===== config.mk =====
export PLATFORM = sky130hd
export DESIGN_NAME = mux_wrr_scheduler_flat
export DESIGN_NICKNAME = d
export VERILOG_FILES = /design/src/rtl/mux_wrr_scheduler_pkg.sv /design/src/rtl/mux_wrr_scheduler_if.sv /design/src/rtl/mux_wrr_scheduler_rr_pick.sv /design/src/rtl/mux_wrr_scheduler.sv /design/src/flat_wrapper.sv
export SDC_FILE = /design/constraint.sdc
export NUM_CORES = 1
export LEC_CHECK = 0
export BUFFER_PORTS_ARGS = -buffer_cell sky130_fd_sc_hd__buf_4
export CORE_MARGIN = 5
export CORE_UTILIZATION = 47
export DETAILED_ROUTE_END_ITERATION = 10
export PLACE_DENSITY = 0.84
export SLEW_MARGIN = 30
export SYNTH_ARGS = -nofsm -noshare
export SYNTH_HDL_FRONTEND = slang
export SYNTH_SLANG_ARGS = --single-unit

===== constraint.sdc =====
create_clock -name axis_aclk -period 5.99 [get_ports axis_aclk]
set_clock_uncertainty 0.15 [all_clocks]
set_input_delay 0.8985 -clock axis_aclk [delete_from_list [all_inputs] [get_ports axis_aclk]]
set_output_delay 0.8985 -clock axis_aclk [all_outputs]
set_load 0.02 [all_outputs]

===== src/rtl/mux_wrr_scheduler_pkg.sv =====
// Shared types for the packet-level WRR scheduler.
// FSM encoding, IDLE-cycle action flags, width helpers.
package mux_sched_pkg;

  typedef enum logic {
    IDLE = 1'b0,
    BUSY = 1'b1
  } state_t;

  localparam int WEIGHT_W = 4;
  localparam int CREDIT_W = WEIGHT_W;

  // What an IDLE cycle does: issue a grant or reload credits
  typedef struct packed {
    logic grant;
    logic refill;
  } idle_act_t;

  function automatic int clog2(input int n);
    int r;
    for (r = 0; (1 << r) < n; r++) begin
    end
    return (r == 0) ? 1 : r;
  endfunction

endpackage


===== src/rtl/mux_wrr_scheduler_if.sv =====
// Scheduler <-> mux bundle: queue flags, output handshake, grant.
// master = scheduler side, slave = mux side.
interface mux_wrr_scheduler_if #(
  parameter int NUM_QUEUES = 3
) ();
  import mux_sched_pkg::*;

  localparam int IDX_W = clog2(NUM_QUEUES);

  logic [NUM_QUEUES-1:0] q_nonempty;
  logic                  m_axis_tvalid;
  logic                  m_axis_tready;
  logic                  m_axis_tlast;
  logic                  grant_valid;
  logic [IDX_W-1:0]      grant_idx;
  logic [NUM_QUEUES-1:0] grant_onehot;

  modport master (
    input  q_nonempty,
    input  m_axis_tvalid,
    input  m_axis_tready,
    input  m_axis_tlast,
    output grant_valid,
    output grant_idx,
    output grant_onehot
  );

  modport slave (
    output q_nonempty,
    output m_axis_tvalid,
    output m_axis_tready,
    output m_axis_tlast,
    input  grant_valid,
    input  grant_idx,
    input  grant_onehot
  );

endinterface


===== src/rtl/mux_wrr_scheduler_rr_pick.sv =====
// Rotating priority encoder: first set request at or after ptr.
// Search wraps from N-1 back to 0.
module rr_pick
  import mux_sched_pkg::*;
#(
  parameter int N = 3
) (
  input  logic [N-1:0]          req,
  input  logic [clog2(N)-1:0]   ptr,
  output logic                  found,
  output logic [clog2(N)-1:0]   idx
);

  localparam int IW = clog2(N);

  int j;

  always_comb begin
    found = 1'b0;
    idx   = '0;
    j     = 0;
    for (int k = 0; k < N; k++) begin
      j = (int'(ptr) + k) % N;
      if (!found && req[j]) begin
        found = 1'b1;
        idx   = IW'(j);
      end
    end
  end

endmodule


===== src/rtl/mux_wrr_scheduler.sv =====
// Packet-level weighted round-robin grant for the 3-input AXI-S mux.
// Optional per-queue packet counters: define MUX_SCHED_STATS_EN.
module mux_wrr_scheduler
  import mux_sched_pkg::*;
#(
  parameter int NUM_QUEUES     = 3,
  parameter int WEIGHT_WIDTH   = WEIGHT_W,
  parameter int DEFAULT_WEIGHT = 1,
  parameter int STAT_WIDTH     = 32
) (
  input  logic                             axis_aclk,
  input  logic                             axis_resetn,
  mux_wrr_scheduler_if.master              sif,
  input  logic [NUM_QUEUES*WEIGHT_WIDTH-1:0] cfg_weight,
  input  logic                             cfg_load,
  output logic [NUM_QUEUES*STAT_WIDTH-1:0] stat_pkt_cnt,
  input  logic                             stat_clr
);

  localparam int IW = clog2(NUM_QUEUES);
  localparam logic [WEIGHT_WIDTH-1:0] DEF_W =
    WEIGHT_WIDTH'(DEFAULT_WEIGHT);
  localparam logic [IW-1:0] LAST_Q = IW'(NUM_QUEUES - 1);

  logic [WEIGHT_WIDTH-1:0] wgt_q [NUM_QUEUES];
  logic [WEIGHT_WIDTH-1:0] shd_q [NUM_QUEUES];
  logic [WEIGHT_WIDTH-1:0] crd_q [NUM_QUEUES];

  state_t                state_q, state_d;
  idle_act_t             act;
  logic                  do_eop;
  logic [IW-1:0]         ptr_q, gidx_q, g_nxt;
  logic                  gval_q;
  logic [NUM_QUEUES-1:0] goh_q;
  logic [NUM_QUEUES-1:0] eligible, wnz;
  logic                  pick_ok, need_refill, eop;
  logic [IW-1:0]         pick_idx;

  always_comb begin
    for (int i = 0; i < NUM_QUEUES; i++) begin
      eligible[i] = sif.q_nonempty[i] & (crd_q[i] != '0);
      wnz[i]      = (wgt_q[i] != '0);
    end
  end

  assign need_refill = |(sif.q_nonempty & wnz);
  assign eop = sif.m_axis_tvalid & sif.m_axis_tready
             & sif.m_axis_tlast;
  assign g_nxt = (gidx_q == LAST_Q) ? '0 : gidx_q + 1'b1;

  rr_pick #(.N(NUM_QUEUES)) u_pick (
    .req   (eligible),
    .ptr   (ptr_q),
    .found (pick_ok),
    .idx   (pick_idx)
  );

  always_comb begin
    state_d = state_q;
    act     = '0;
    do_eop  = 1'b0;
    unique case (state_q)
      IDLE: begin
        unique case (1'b1)
          pick_ok: begin
            act.grant = 1'b1;
            state_d   = BUSY;
          end
          (!pick_ok && need_refill): act.refill = 1'b1;
          default: ;
        endcase
      end
      BUSY: begin
        if (eop) begin
          do_eop  = 1'b1;
          state_d = IDLE;
        end
      end
      default: state_d = IDLE;
    endcase
  end

  always_ff @(posedge axis_aclk or negedge axis_resetn) begin
    if (!axis_resetn) begin
      state_q <= IDLE;
      ptr_q   <= '0;
      gidx_q  <= '0;
      gval_q  <= 1'b0;
      goh_q   <= '0;
      for (int i = 0; i < NUM_QUEUES; i++) begin
        wgt_q[i] <= DEF_W;
        shd_q[i] <= DEF_W;
        crd_q[i] <= DEF_W;
      end
    end else begin
      state_q <= state_d;
      if (cfg_load) begin
        for (int i = 0; i < NUM_QUEUES; i++)
          shd_q[i] <= cfg_weight[i*WEIGHT_WIDTH +: WEIGHT_WIDTH];
      end
      // Old shadow is applied here even if cfg_load fires now
      if (act.refill) begin
        for (int i = 0; i < NUM_QUEUES; i++) begin
          wgt_q[i] <= shd_q[i];
          crd_q[i] <= shd_q[i];
        end
      end
      if (act.grant) begin
        gval_q <= 1'b1;
        gidx_q <= pick_idx;
        goh_q  <= NUM_QUEUES'(1) << pick_idx;
      end
      if (do_eop) begin
        gval_q <= 1'b0;
        goh_q  <= '0;
        if (crd_q[gidx_q] != '0)
          crd_q[gidx_q] <= crd_q[gidx_q] - 1'b1;
        ptr_q <= (crd_q[gidx_q] <= 1) ? g_nxt : gidx_q;
      end
    end
  end

  assign sif.grant_valid  = gval_q;
  assign sif.grant_idx    = gidx_q;
  assign sif.grant_onehot = goh_q;

`ifdef MUX_SCHED_STATS_EN
  logic [STAT_WIDTH-1:0] stat_q [NUM_QUEUES];

  always_ff @(posedge axis_aclk or negedge axis_resetn) begin
    if (!axis_resetn) begin
      for (int i = 0; i < NUM_QUEUES; i++)
        stat_q[i] <= '0;
    end else if (stat_clr) begin
      for (int i = 0; i < NUM_QUEUES; i++)
        stat_q[i] <= '0;
    end else if (do_eop && stat_q[gidx_q] != '1) begin
      stat_q[gidx_q] <= stat_q[gidx_q] + 1'b1;
    end
  end

  always_comb begin
    stat_pkt_cnt = '0;
    for (int i = 0; i < NUM_QUEUES; i++)
      stat_pkt_cnt[i*STAT_WIDTH +: STAT_WIDTH] = stat_q[i];
  end
`else
  logic unused_stat_clr;
  assign unused_stat_clr = stat_clr;
  assign stat_pkt_cnt    = '0;
`endif

endmodule


===== src/flat_wrapper.sv =====
// flat-port wrapper written by rule: the top's interface ports become plain ports
module mux_wrr_scheduler_flat import mux_sched_pkg::*;
#(
  parameter int NUM_QUEUES     = 3,
  parameter int WEIGHT_WIDTH   = WEIGHT_W,
  parameter int DEFAULT_WEIGHT = 1,
  parameter int STAT_WIDTH     = 32
)
  (axis_aclk, axis_resetn, cfg_weight, cfg_load, stat_pkt_cnt, stat_clr, sif_q_nonempty, sif_m_axis_tvalid, sif_m_axis_tready, sif_m_axis_tlast, sif_grant_valid, sif_grant_idx, sif_grant_onehot);
  mux_wrr_scheduler_if #(.NUM_QUEUES(NUM_QUEUES)) sif_i ();
  input  logic axis_aclk;
  input  logic axis_resetn;
  input  logic [NUM_QUEUES*WEIGHT_WIDTH-1:0] cfg_weight;
  input  logic cfg_load;
  output logic [NUM_QUEUES*STAT_WIDTH-1:0] stat_pkt_cnt;
  input  logic stat_clr;
  input wire logic [$bits(sif_i.q_nonempty)-1:0] sif_q_nonempty;
  input wire logic [$bits(sif_i.m_axis_tvalid)-1:0] sif_m_axis_tvalid;
  input wire logic [$bits(sif_i.m_axis_tready)-1:0] sif_m_axis_tready;
  input wire logic [$bits(sif_i.m_axis_tlast)-1:0] sif_m_axis_tlast;
  output wire logic [$bits(sif_i.grant_valid)-1:0] sif_grant_valid;
  output wire logic [$bits(sif_i.grant_idx)-1:0] sif_grant_idx;
  output wire logic [$bits(sif_i.grant_onehot)-1:0] sif_grant_onehot;
  assign sif_i.q_nonempty = sif_q_nonempty;
  assign sif_i.m_axis_tvalid = sif_m_axis_tvalid;
  assign sif_i.m_axis_tready = sif_m_axis_tready;
  assign sif_i.m_axis_tlast = sif_m_axis_tlast;
  assign sif_grant_valid = sif_i.grant_valid;
  assign sif_grant_idx = sif_i.grant_idx;
  assign sif_grant_onehot = sif_i.grant_onehot;
  mux_wrr_scheduler #(.NUM_QUEUES(NUM_QUEUES), .WEIGHT_WIDTH(WEIGHT_WIDTH), .DEFAULT_WEIGHT(DEFAULT_WEIGHT), .STAT_WIDTH(STAT_WIDTH)) u_core (.axis_aclk(axis_aclk), .axis_resetn(axis_resetn), .sif(sif_i), .cfg_weight(cfg_weight), .cfg_load(cfg_load), .stat_pkt_cnt(stat_pkt_cnt), .stat_clr(stat_clr));
endmodule

==> impl_metrics.csv, run 1 <==
group,metric,value,unit
status,status,"complete, no violations",
placement,dp_cells,385,
worst_setup_path,cp-end-kind,"register",
run,max_cap_viol_count,0,
global_routing,antenna_found_initial,0,
synthesis,async_flop_share,1.00,
cts,clockBufferDepth,2,
routing,wl_per_cell,14.0,um
cts,cts.sinks,45,
worst_setup_path,rrSetupSlack,3.37,ns
sta,period_share,0.437,
finish,fin_nets,342,
synthesis,synth_common_cells,"96 x buf_4, 36 x dfrtp_1, 19 x o21ai_0",
routing,dr.pass1.iters,4,
synthesis,synthCells,292,
routing,dr.first_iter.drc_count,71,
sta,slew_headroom,0.533,
worst_setup_path,cp.required,6.03,ns
floorplanning,io_pins,124,
hold_path,hold_depth,1,
placement,io_buffers,26,
synthesis,synth_cell_types,51,
routing,route.vias.total,1913,
sta,setup_viol,0,
synthesis,synthTopCellsByArea,"dfrtp_1 29%, buf_4 24%, dfstp_2 7.7%",
synthesis,seq_area_frac_synth,0.372,
floorplanning,core_area,6350,um2
synthesis,synth.top_cell.area_share,0.294,
global_routing,grtUsageTotal,0.127,
worst_setup_path,rr_worst_depth,6,
power,power_density,195,nW/um2
finish,nFillCells,555,
floorplanning,start_util,0.482,
global_routing,overflow,0,
finish,drive_above_1_share,0.228,
sta,max_slew.worst_pin.slew,0.698,ns
floorplanning,die_h,90.7,um
finish,finalNonFillerCells,393,
global_routing,grt_pass1_vias,1810,
power,vdd_drop_max,0.000172,V
cts,clock_latency,0.30,ns
synthesis,synth_area_leader_cell,"dfrtp_1",
routing,antenna_left,0,
finish,regArea,1140,um2
sta,drv_slew,0,
power,power_leakage,1.49,nW
sta,fin_crit,2.62,ns
worst_setup_path,critical_path_class,"reg -> reg",
cts,htreeDepth,2,
synthesis,syn_area_per_cell,10.5,um2
cts,cts_buffers,5,
synthesis,synth-edff-count,0,
routing,vias_per_cell,4.87,
routing,drcViolationCount,0,
routing,routed_wl,5.51,mm
sta,final_hold_viol_count,0,
global_routing,grt_max_degree,46,
sta,max_freq,382,MHz
hold_path,min_path_type,"reg -> reg",
synthesis,synthFlopType,"dfrtp_1",
synthesis,ys_ff_latch,45,
placement,hpwl,4.21,mm
synthesis,syn_area,3060,um2
cts,cts_resized,0,
placement,place.gp.congestion,0.835,
cts,clkTransAtPathRegs,0.08,ns
sta,fin_tns_setup,0,ns
synthesis,synth_most_common_cell,"buf_4",
worst_setup_path,startpoint_type,"register",
sta,rsz0062_at_grt,"no",
finish,antenna_cells,0,
worst_setup_path,path_max_fanout,13,
cts,postCtsSetupBuffers,0,
floorplanning,die_w,90.7,um
worst_setup_path,arrival,2.66,ns
floorplanning,die_area,8220,um2
finish,areaGrowthSynthToFinish,-1.31,%
global_routing,grt_pass1_wl,8.74,mm
cts,cts_hold_buf,0,
synthesis,yosys_warnings,0,
floorplanning,rows,29,
finish,multiInputGateArea,1480,um2
cts,cts_root_buf,"clkbuf_8",
cts,cts_tree,"built",
[power breakdown]
group          switching (mW)  total [mW]  leakage (nW)  internal, mW
Clock                   0.103       0.185        0.0374        0.0822
Sequential            0.00720       0.321         0.576         0.314
Combinational          0.0656      0.0817         0.874        0.0161
Total                   0.176       0.588          1.49         0.412
[metal layers]
layer | GRT usage | share of wire
met5 | 0 | 0
met4 | 0.0372 | 0.011
met3 | 0.0342 | 0.095
met2 | 0.231 | 0.52
met1 | 0.145 | 0.38
[final timing paths]
kind	from	to
setup / recovery	u_core.crd_q[5]$_DFF_PN0_	u_core.wgt_q[7]$_DFFE_PN0N_
hold / removal	u_core.sif.grant_valid$_DFFE_PN0P_	u_core.sif.grant_valid$_DFFE_PN0P_
setup reg to reg	u_core.crd_q[5]$_DFF_PN0_	u_core.wgt_q[7]$_DFFE_PN0N_
hold reg to reg	u_core.sif.grant_valid$_DFFE_PN0P_	u_core.sif.grant_valid$_DFFE_PN0P_
max in group asynchronous	axis_resetn	u_core.sif.grant_onehot[2]$_DFFE_PN0P_
min in group asynchronous	axis_resetn	u_core.shd_q[9]$_DFFE_PN0P_
[critical path, stage by stage, from the launching register on]
cell and delay, ns:
dfrtp_1 0.42, o41a_4 0.55, o31ai_4 0.29, a221oi_2 0.13
buf_4 0.21, nor2_4 0.40, mux2_1 0.36
[sequential cells by signal, indices dropped and copies added (netlist names)]
register                 cells
u_core.sif.grant_valid       1
u_core.sif.grant_onehot      3
u_core.state_q               1
u_core.sif.grant_idx         2
u_core.crd_q                12
u_core.ptr_q                 2
u_core.shd_q                12
u_core.wgt_q                12
[cells by family after synthesis]
logic type	synth area share
xor gates and xnor gates	0.00573
buffers and inverters	0.260
and+or+nand+nor	0.0577
DFF	0.372
AOI/OAI and AO/OA	0.157
adders and majority gates	0.0237
other	0.00123
muxes	0.124
[cell type report]
| cell class | count | area share |
|---|---|---|
| Inverter | 3 | 0.00373 |
| Tap cell | 77 | 0.0319 |
| Clock inverter | 2 | 0.00497 |
| Timing Repair Buffer | 27 | 0.0671 |
| Clock buffer | 6 | 0.0240 |
| Multi-Input combinational cell | 233 | 0.492 |
| Sequential cell | 45 | 0.377 |
[cell usage in the layout (no fill, tap or decap), types with 2 or more instances in the layout]
cell type / count
conb_1: 96
mux2i_1: 7
clkinvlp_4: 2
xnor2_1: 2
mux2_4: 10
buf_4: 27
mux2_2: 12
mux2_1: 2
ha_1: 5
nand3_1: 2
nor3_1: 2
dfrtp_1: 36
a2bb2oi_1: 4
a21oi_1: 3
o41ai_1: 3
o21ai_0: 19
a22oi_1: 9
nor2b_1: 3
clkbuf_8: 5
inv_1: 3
dfstp_2: 9
nand2_1: 9
a31oi_1: 15
nor2_1: 6
[stage by stage]
| stage | setup slack [ns] | power, mW | cell area, um2 | utilization | hold WS [ns] |
|---|---|---|---|---|---|
| finish | 3.37 | 0.588 | 3020 | 0.475 | 0.341 |
| CTS | 3.37 | 0.591 | 3020 | 0.475 | 0.354 |
| global placement | 3.15 | 0.405 | 2930 | 0.462 | 0.314 |
| floorplan | 3.49 | 0.434 | 3420 | - | 0.310 |
| global route | 3.29 | 0.611 | 3020 | 0.475 | 0.385 |
| detailed placement | 3.12 | 0.407 | 2930 | 0.462 | 0.328 |
Power figures use the tool's default switching activity.
==> run 2: changes to the inputs <==
- CORE_UTILIZATION: 47 -> 44
- PLACE_DENSITY: 0.84 -> 0.83
- clock period: 5.99 -> 2.3 ns (I/O delays scaled with it)
==> impl_metrics.csv, run 2 (synthesis results as in run 1) <==
group,metric,value,unit
sta,period_share,1.01,
routing,dr.pass1.iters,4,
finish,nFillCells,571,
global_routing,grtUsageTotal,0.131,
run,max_cap_viol_count,0,
sta,max_freq,429,MHz
finish,regArea,1140,um2
routing,routed_wl,6.33,mm
placement,post-place-ws,-0.00670,ns
placement,hpwl,4.45,mm
floorplanning,io_pins,124,
sta,rsz0062_at_grt,"yes",
cts,clockBufferDepth,2,
finish,areaGrowthSynthToFinish,8.92,%
floorplanning,die_h,93.4,um
finish,reg_top3,"u_core.crd_q: 12 flops, u_core.shd_q: 12 flops, u_core.wgt_q: 12 flops",
worst_setup_path,critical_path_class,"reg -> reg",
worst_setup_path,cp-end-kind,"register",
floorplanning,die_w,93.4,um
floorplanning,rows,30,
sta,setup_ws,-0.0306,ns
routing,dr.first_iter.drc_count,122,
floorplanning,start_util,0.450,
sta,setup_viol,13,
power,vdd_drop_max,0.000383,V
global_routing,grt_pass1_vias,1924,
worst_setup_path,cp_cell_sequence,"o41a_1 -> o32ai_2 -> a221o_2 -> or3_1 -> o21ai_0",
routing,route.vias.total,2055,
hold_path,min_path_type,"in -> reg",
status,violations,"setup timing",
sta,fin_crit,2.33,ns
power,power_leakage,1.59,nW
worst_setup_path,slowest_delay,0.55,ns
sta,slew_headroom,0.621,
sta,whs,0.119,ns
floorplanning,core_area,6790,um2
global_routing,grt_max_degree,46,
finish,final_cell_mix,"96 x conb_1, 39 x buf_4, 35 x dfrtp_1",
finish,multiInputGateArea,1620,um2
finish,fin_nets,357,
cts,cts_root_buf,"clkbuf_8",
routing,wl_met1,2.42,mm
cts,htreeDepth,2,
sta,final_hold_viol_count,0,
worst_setup_path,arrival,2.41,ns
worst_setup_path,cp_slowest_cell,"dfstp_2",
worst_setup_path,path_max_fanout,9,
routing,antenna_left,0,
power,power_density,498,nW/um2
finish,final_common_cell,"conb_1",
routing,routed.top_layer,"met4",
worst_setup_path,path_delay_family,"compound AO/OA/AOI/OAI gates",
routing,drcViolationCount,0,
routing,wl_met3,530,um
finish,antenna_cells,0,
worst_setup_path,startpoint_type,"register",
floorplanning,die_area,8720,um2
global_routing,grt_pass1_wl,9.20,mm
status,status,"finished, violations left",
finish,drive_above_1_share,0.314,
finish,utilization,0.490,
sta,max_slew.worst_pin.slew,0.569,ns
sta,drv_slew,0,
cts,cts_buffers,5,
global_routing,overflow,0,
routing,wl_per_cell,14.8,um
cts,cts.sinks,45,
placement,io_buffers,26,
placement,place.gp.congestion,0.873,
sta,fin_tns_setup,-0.205,ns
cts,clkTransAtPathRegs,0.09,ns
worst_setup_path,crit_buf_inv,0,
global_routing,antenna_found_initial,0,
routing,wl_met2,3.21,mm
routing,vias_per_cell,4.81,
cts,clock_latency,0.30,ns
worst_setup_path,cp.required,2.38,ns
cts,cts_tree,"built",
==> run 2: changes by cell type in the layout (fill, tap and decap cells not counted), moves of 3 or more <==
cell / change
a2bb2oi_1: -3
a2bb2oi_2: +3
a31oi_1: -4
buf_4: +12
==> run 2: worst paths after layout <==
path | startpoint | to | slack, ns | depth (start not counted)
max in group asynchronous | axis_resetn | u_core.sif.grant_idx[1]$_DFFE_PN0P_ | 1.16 | 2
max reg2reg | u_core.crd_q[0]$_DFF_PN1_ | u_core.sif.grant_onehot[2]$_DFFE_PN0P_ | -0.03 | 5
max | u_core.crd_q[0]$_DFF_PN1_ | u_core.sif.grant_onehot[2]$_DFFE_PN0P_ | -0.03 | 5
min reg2reg | u_core.sif.grant_valid$_DFFE_PN0P_ | u_core.sif.grant_valid$_DFFE_PN0P_ | 0.34 | 1
min in group asynchronous | axis_resetn | u_core.shd_q[1]$_DFFE_PN0P_ | 0.41 | 2
min | cfg_weight[9] | u_core.shd_q[1]$_DFFE_PN0P_ | 0.12 | 2
==> run 2: area by class of cell <==
type	count	share of cell area
multi-input cells	234	0.487
well taps	96	0.0360
repair buffers	41	0.0969
clock buffers	5	0.0207
flip-flops and latches	45	0.342
clock inverters	3	0.0139
inverters	3	0.00338
==> run 2: worst register-to-register path, delay by kind of cell (launching register included) <==
family | cells | cell delay, ns
AO/OA/AOI/OAI | 4 | 1.16
flip-flops | 1 | 0.55
AND/OR/NAND/NOR | 1 | 0.40
==> run 2: where the power goes <==
group	switching [mW]	internal, mW
combinational	0.171	0.0432
clock	0.282	0.325
sequential	0.0210	0.817
==> run 2: through the flow <==
stage / instances / total power [mW] / cell area [um2]
3_3_place_gp: 416 / 1.05 / 3060
3_5_place_dp: 416 / 1.06 / 3060
2_1_floorplan: 387 / 1.13 / 3420
5_1_grt: 427 / 1.72 / 3330
4_1_cts: 425 / 1.66 / 3200
6_report: 427 / 1.66 / 3330
==> run 2: timing repair <==
action,4_1_cts,5_1_grt
resized for setup,2,21
hold endpoints to repair,36,0
hold buffers,1,0
pin swaps,1,16
cloned,0,1
setup buffers,0,1
setup endpoints to repair,20,31
==> run 2: metal layers <==
layer,vias up,GRT usage
li1,922,-
met1,1000,0.157
met2,118,0.229
met3,15,0.0290
met4,0,0.0464
met5,-,0
